[src/rtl/firebird7_in_gate1_tdr_pkg.sv]
// rtl/firebird7_in_gate1_tdr_pkg.sv - shared types and helpers for the gate1 19-bit IJTAG TDR
// Purpose: chain-length and parity helpers plus the select/data field layout of the TDR.
// Ports: none (package).
package firebird7_in_gate1_tdr_pkg;

  localparam int TDR_WIDTH    = 19;
  localparam int PARITY_MAX_W = 64;

  // Field layout of the non-parity part of the chain, MSB first.
  typedef struct packed {
    logic                 sel;
    logic [TDR_WIDTH-1:0] data;
  } tdr_fields_t;

  // Select bit plus data, plus one parity bit when parity protection is built in.
  function automatic int tdr_len(input int width, input bit parity_en);
    return parity_en ? width + 2 : width + 1;
  endfunction

  // Even-parity bit over a zero-extended vector.
  function automatic logic parity(input logic [PARITY_MAX_W-1:0] v);
    return ^v;
  endfunction

endpackage

[src/rtl/firebird7_in_gate1_tdr_update_reg.sv]
// rtl/firebird7_in_gate1_tdr_update_reg.sv - enabled update register with parameterised reset value
// Purpose: holds one field of the TDR update stage; loads i_d when i_en is high.
// Ports:
//   i_clk   - TDR clock, posedge
//   i_rst_n - asynchronous active-low reset, loads RESET_VAL
//   i_en    - load enable
//   i_d     - next value
//   o_q     - registered value
module firebird7_in_gate1_tdr_update_reg #(
  parameter int           W         = 1,
  parameter logic [W-1:0] RESET_VAL = '0
) (
  input  logic         i_clk,
  input  logic         i_rst_n,
  input  logic         i_en,
  input  logic [W-1:0] i_d,
  output logic [W-1:0] o_q
);

  logic [W-1:0] r_q;

  always_ff @(posedge i_clk or negedge i_rst_n) begin
    if (!i_rst_n) begin
      r_q <= RESET_VAL;
    end else if (i_en) begin
      r_q <= i_d;
    end
  end

  assign o_q = r_q;

endmodule

[src/rtl/firebird7_in_gate1_tessent_tdr_w19_ctl.sv]
// rtl/firebird7_in_gate1_tessent_tdr_w19_ctl.sv - IJTAG TDR driving the IJTAG side of the 19-bit data mux
// Purpose: scan segment that captures the mux output and updates ijtag_data_in/ijtag_select.
// Optional feature macro: FIREBIRD7_IN_GATE1_TDR_PARITY_EN (adds an even-parity bit and sticky parity_error).
// Ports:
//   ijtag_tck     - TDR clock, all flops posedge
//   ijtag_reset   - asynchronous active-low reset
//   ijtag_sel     - segment select; when low the chain and update stage hold
//   ijtag_ce      - capture enable (wins over shift)
//   ijtag_se      - shift enable
//   ijtag_ue      - update enable
//   ijtag_si      - scan in, enters the chain MSB
//   ijtag_so      - scan out, chain LSB
//   data_out_fb   - mux output, capture source
//   ijtag_data_in - update-register data to the mux
//   ijtag_select  - update-register select to the mux (0 = functional path)
//   parity_error  - sticky update-parity error (constant 0 without the feature)
module firebird7_in_gate1_tessent_tdr_w19_ctl
  import firebird7_in_gate1_tdr_pkg::*;
#(
  parameter int               WIDTH        = 19,
  parameter logic [WIDTH-1:0] RESET_DATA   = '0,
  parameter logic             RESET_SELECT = 1'b0
) (
  input  logic             ijtag_tck,
  input  logic             ijtag_reset,
  input  logic             ijtag_sel,
  input  logic             ijtag_ce,
  input  logic             ijtag_se,
  input  logic             ijtag_ue,
  input  logic             ijtag_si,
  output logic             ijtag_so,
  input  logic [WIDTH-1:0] data_out_fb,
  output logic [WIDTH-1:0] ijtag_data_in,
  output logic             ijtag_select,
  output logic             parity_error
);

`ifdef FIREBIRD7_IN_GATE1_TDR_PARITY_EN
  localparam bit PARITY_EN = 1'b1;
`else
  localparam bit PARITY_EN = 1'b0;
`endif
  localparam int L = tdr_len(WIDTH, PARITY_EN);

  logic [L-1:0] r_sr;
  logic [L-1:0] w_capture;
  logic         w_upd_req;
  logic         w_upd_en;

`ifdef FIREBIRD7_IN_GATE1_TDR_PARITY_EN
  logic w_parity_ok;
  logic r_parity_error;

  assign w_capture   = {parity(PARITY_MAX_W'({ijtag_select, data_out_fb})), ijtag_select, data_out_fb};
  assign w_parity_ok = (r_sr[L-1] == parity(PARITY_MAX_W'(r_sr[WIDTH:0])));
  assign w_upd_en    = w_upd_req & w_parity_ok;

  // Sticky: a rejected update sets it; only a good update that returns the
  // mux to the functional path (select bit 0) clears it.
  always_ff @(posedge ijtag_tck or negedge ijtag_reset) begin
    if (!ijtag_reset) begin
      r_parity_error <= 1'b0;
    end else if (w_upd_req && !w_parity_ok) begin
      r_parity_error <= 1'b1;
    end else if (w_upd_en && !r_sr[WIDTH]) begin
      r_parity_error <= 1'b0;
    end
  end

  assign parity_error = r_parity_error;
`else
  assign w_capture    = {ijtag_select, data_out_fb};
  assign w_upd_en     = w_upd_req;
  assign parity_error = 1'b0;
`endif

  assign w_upd_req = ijtag_sel & ijtag_ue;

  // Capture has priority over shift; ce and se together never shift.
  always_ff @(posedge ijtag_tck or negedge ijtag_reset) begin
    if (!ijtag_reset) begin
      r_sr <= '0;
    end else if (ijtag_sel) begin
      if (ijtag_ce) begin
        r_sr <= w_capture;
      end else if (ijtag_se) begin
        r_sr <= {ijtag_si, r_sr[L-1:1]};
      end
    end
  end

  assign ijtag_so = r_sr[0];

  // Update samples the pre-edge chain, so a coincident capture/shift does not leak in.
  firebird7_in_gate1_tdr_update_reg #(
    .W         (WIDTH),
    .RESET_VAL (RESET_DATA)
  ) u_data_reg (
    .i_clk   (ijtag_tck),
    .i_rst_n (ijtag_reset),
    .i_en    (w_upd_en),
    .i_d     (r_sr[WIDTH-1:0]),
    .o_q     (ijtag_data_in)
  );

  firebird7_in_gate1_tdr_update_reg #(
    .W         (1),
    .RESET_VAL (RESET_SELECT)
  ) u_select_reg (
    .i_clk   (ijtag_tck),
    .i_rst_n (ijtag_reset),
    .i_en    (w_upd_en),
    .i_d     (r_sr[WIDTH]),
    .o_q     (ijtag_select)
  );

endmodule
[config.mk]
export PLATFORM = sky130hd
export DESIGN_NAME = firebird7_in_gate1_tessent_tdr_w19_ctl
export DESIGN_NICKNAME = d
export VERILOG_FILES = /design/src/rtl/firebird7_in_gate1_tdr_pkg.sv /design/src/rtl/firebird7_in_gate1_tdr_update_reg.sv /design/src/rtl/firebird7_in_gate1_tessent_tdr_w19_ctl.sv
export SDC_FILE = /design/constraint.sdc
export NUM_CORES = 1
export LEC_CHECK = 0
export ABC_AREA = 1
export CORE_MARGIN = 1.5
export CORE_UTILIZATION = 48
export CTS_CLUSTER_DIAMETER = 80
export DETAILED_ROUTE_END_ITERATION = 12
export GPL_ROUTABILITY_DRIVEN = 0
export GPL_TIMING_DRIVEN = 0
export PLACE_DENSITY = 0.82
export SKIP_CTS_REPAIR_TIMING = 1
export SYNTH_ARGS = -nofsm -noshare
export SYNTH_HDL_FRONTEND = slang
export SYNTH_HIERARCHICAL = 1
export SYNTH_SLANG_ARGS = --single-unit
[constraint.sdc]
create_clock -name ijtag_tck -period 0.9 [get_ports ijtag_tck]
set_clock_uncertainty 0.05 [all_clocks]
set_input_delay 0.09 -clock ijtag_tck [delete_from_list [all_inputs] [get_ports ijtag_tck]]
set_output_delay 0.09 -clock ijtag_tck [all_outputs]
set_load 0.05 [all_outputs]
* Yosys cells after proc, flatten, opt, wreduce, memory -nomap -nowiden
Cells that the tools add are included.
Operators by class: muxes and demuxes 2, bitwise gates (word level) 1, reduce and logical (&&, ||, !) cells 2
Operators with widths (number):
- 20-bit 2-to-1 mux | 2
- 2-bit AND reduction | 1
- 2-bit nonzero test | 1
- 1-bit AND | 1
Storage, ports and cells: register bits after elaboration 40, bits of input ports 26, output and inout port bits 22, word-level logic and storage cells 8

* Logic depth before layout (Yosys ltp)
depth in word-level cells 2, depth in mapped cells 6, mapped depth without buffers 5

* Cells and area by module
The synthesis kept the hierarchy.
Modules (own cells, without submodules):
- firebird7_in_gate1_tessent_tdr_w19_ctl | instances 1, cells an instance 157, area an instance 1034.7 µm²
- firebird7_in_gate1_tdr_update_reg (u_data_reg) | instances 1, cells an instance 80, area an instance 738.2 µm²
- firebird7_in_gate1_tdr_update_reg (u_select_reg) | instances 1, cells an instance 5, area an instance 40.0 µm²

* Least setup slack after synthesis
No wires, ideal clock.
path type register -> register, start register u_select_reg.r_q, in the netlist u_select_reg/o_q, end register r_sr[19], arrival 0.821 ns, required time 0.734 ns, path slack -0.088 ns, cell stages (with the launch flop) 5, path buffers 0, clock period less this slack 0.988 ns, path through dfrtp_1 -> nand2_1 -> nand2_1 -> nand2_1 -> nand2_1
Between the ends: longest elaborated chain between the ends 1
RTL lines:
- from (decl) | RTL line firebird7_in_gate1_tdr_update_reg.sv:20 | logic [W-1:0] r_q;
- from (signal assigned) | RTL line firebird7_in_gate1_tdr_update_reg.sv:26 | r_q <= i_d;
- 20-bit 2-to-1 mux | RTL line firebird7_in_gate1_tessent_tdr_w19_ctl.sv:84 | if (ijtag_ce) begin
- to (signal assigned) | RTL line firebird7_in_gate1_tessent_tdr_w19_ctl.sv:85 | r_sr <= w_capture;
- to (signal assigned) | RTL line firebird7_in_gate1_tessent_tdr_w19_ctl.sv:87 | r_sr <= {ijtag_si, r_sr[L-1:1]};
- to (decl) | RTL line firebird7_in_gate1_tessent_tdr_w19_ctl.sv:45 | logic [L-1:0] r_sr;
Every way passes these cells. A chain may end at the register's enable or synchronous reset.

* Worst setup path after layout
start register r_sr[0], end output port ijtag_so
RTL lines:
- to (decl) | RTL line firebird7_in_gate1_tessent_tdr_w19_ctl.sv:31 | output logic ijtag_so,
No word-level cell between the ends.

==> summary.md <==
| Metric | Value |
|---|---|
| Setup TNS | -1.89 ns |
| Avg Inst Size Synth | 7.49 sq um |
| Cts bufs inserted | 5 |
| DIE HEIGHT | 64.5 microns |
| Number of routed nets with antenna violations | 0 |
| CP Launch Point | r_sr[0] |
| Hold/Removal Path Class | in2async |
| Port Buffers | 46 |
| Hold Fails Final Rpt | 40 |
| Sequential cell area | 0.00100 sq mm |
| Crit path max-delay family | flip-flops |
| Crit path capture type | primary output |
| Maximum VDD drop | 0.000809 V |
| Initial detailed-routing violation count | 125 |
| Yosys cell types | 12 |
| WP data required | 0.76 ns |
| Worst-path clk slew | 0.08 ns |
| Crit path max fanout | 3 |
| Half-perimeter wire length after placement | 2.59 mm |
| Top-area cell type share of the netlist area | 0.552 |
| DIE WIDTH | 64.5 microns |
| Pre-CTS setup slack | -0.464 ns |
| CP Class | reg2out |
| Ys Warns | 6 |
| Max Cap Viol | 0 |
| Failing checks | negative hold slack, negative setup slack |
| Die footprint | 0.00415 sq mm |
| Post-Syn Nets | 268 |
| DRT Wirelength | 4.72 mm |
| Worst setup SP type | flip-flop |
| Clk pwr share | 0.227 |
| FF+latch count, synth | 40 |
| Antenna violations before repair | 0 |
| RR Startpoint | r_sr[16] |
| Worst EP arrival | 0.89 ns |
| H-tree levels | 2 |
| Pins Over Slew Limit | 0 |
| FP Rows | 22 |
| DRC | 0 |
| Largest net degree at the start of global routing | 41 |
| Tcrit/Tclk final | 1.15 |
| Critical path's slowest cell | dfrtp_1 |
| Largest stage delay on the critical path | 0.43 ns |
| Combinational power share | 0.342 |
| Post-synthesis sequential area ratio | 0.552 |
| R2R cell count | 4 |
| Diode count | 0 |
| CTS tree | done |
| RSZ-0062 raised after global routing | true |
| Layout net count | 347 |
| Post-Synthesis Cell Area | 0.00181 sq mm |
| Worst path cell trace | buf_6 |
| FF-to-FF setup slack | 0.04 ns |
| Share of layout cells above drive strength 1 | 0.239 |
| Switching share of power | 0.359 |
| Number of clock sinks | 40 |
| Max Clock Freq | 0.969 GHz |
| Layout area overhead | 50.0% |
| Clock Latency Late Sink | 0.29 ns |
| Reg2reg end | r_sr[15] |
| Cell Int Power | 3480 uW |
| Area of the multi-input gates | 713 sq um |
| Post-Synthesis Cells | 242 |
| Worst slew pin tran | 0.852 ns |
| Via density | 4.76 |
| All-layer global routing usage | 0.199 |
| CTS max path bufs | 2 |
| Final worst path period need | 1.03 ns |
| Final Util | 0.749 |
| Setup violators final | 21 |
| # IOs | 48 |
| Net Sw Power | 1950 uW |
| Yosys top cell by area | dfrtp_1 |
| Run status | complete, but fails checks |
| Vias in the first global route | 1,372 |
| DRT Pass-1 Iters | 4 |
| Core ar. | 0.00363 sq mm |
| Drt wl/cell | 12.8 microns |
| Worst setup margin | -0.132 ns |
| Flop pwr share | 0.431 |
| Worst Path Buf+Inv | 1 |
| Fillers | 266 |
| Total power | 5430 uW |
| Top cells by area, synth | dfrtp_1 (55%), nand2_1 (37%), buf_2 (1.7%) |
| Vias | 1,760 |
| Starting Density | 0.499 |
| Leakage | 0.00158 uW |
| Max-Slew Margin vs Limit | 0.432 |
| First-pass GRT wire length | 6.35 mm |
| Pwr Density | 2000 mW/mm^2 |
| Clock root buffer | clkbuf_8 |
| Min Hold Slack | -0.147 ns |
| Grt total ovfl | 0 |
## layer usage
| layer | global-route usage | part of all wire |
|---|---|---|
| met5 | 0 | 0 |
| met4 | 0.0559 | 0.028 |
| met3 | 0.0434 | 0.052 |
| met2 | 0.293 | 0.51 |
| met1 | 0.301 | 0.41 |
## cells in the mapped netlist, drive strengths merged
cell / instances
nand2: 181
dfrtp: 40
buf: 12
inv: 5
nor2: 2
conb: 1
o21ai: 1
## cell usage in the layout, fill, tap and decap left out, drive strengths merged
cell type,synthesis,routed
clkdlybuf4s15,0,1
nor2,2,2
clkdlybuf4s50,0,20
nand2,181,181
buf,12,56
o21ai,1,1
dfrtp,40,40
conb,1,1
dlymetal6s2s,0,4
clkinv,0,3
clkbuf,0,9
inv,5,4
## state kept, by name (all words and copies together), names as in the netlist
name and count:
u_data_reg/o_q 19, u_select_reg/o_q 1, r_sr 20
## final cells by class
| class | instances | area share |
|---|---|---|
| Buffer | 12 | 0.0386 |
| Clock buffer | 6 | 0.0304 |
| Clock inverter | 2 | 0.00368 |
| Inverter | 5 | 0.00874 |
| Multi-Input combinational cell | 185 | 0.262 |
| Sequential cell | 40 | 0.368 |
| Tap cell | 48 | 0.0221 |
| Timing Repair Buffer | 72 | 0.266 |
## metrics by stage
stage	hold WS [ns]	instances	area, sq um
after floorplan	-0.256	242	1810
after global placement	0.404	336	2330
after detailed placement	0.193	336	2330
after CTS	-0.124	344	2420
after global routing	-0.0566	370	2720
final	-0.147	370	2720
## kinds of logic after synthesis
logic type	synth area share
and+or+nand+nor	0.380
other	0.00207
AOI/OAI and AO/OA	0.00276
DFF	0.552
buffers and inverters	0.0628
## power groups by stage
stage,Sequential (uW),Clock (uW),Combinational [uW]
3_5_place_dp,2320,0,1540
2_1_floorplan,2840,0,429
6_report,2340,1230,1860
5_1_grt,2370,1330,1990
3_3_place_gp,2310,0,1520
4_1_cts,2290,1240,1550
## how the worst max path moves through the flow
| stage | cells after the start | slack [ns] | to |
|---|---|---|---|
| after CTS | 1 | -0.74 | ijtag_so |
| after detailed placement | 7 | -0.46 | u_data_reg/o_q[9] |
| after floorplan | 2 | 0.002 | u_data_reg/o_q[0] |
| after global routing | 1 | -0.16 | ijtag_so |
| after global placement | 1 | -1.35 | u_select_reg/o_q |
| final | 1 | -0.13 | ijtag_so |
No activity file was read; power rests on OpenSTA's default activity.
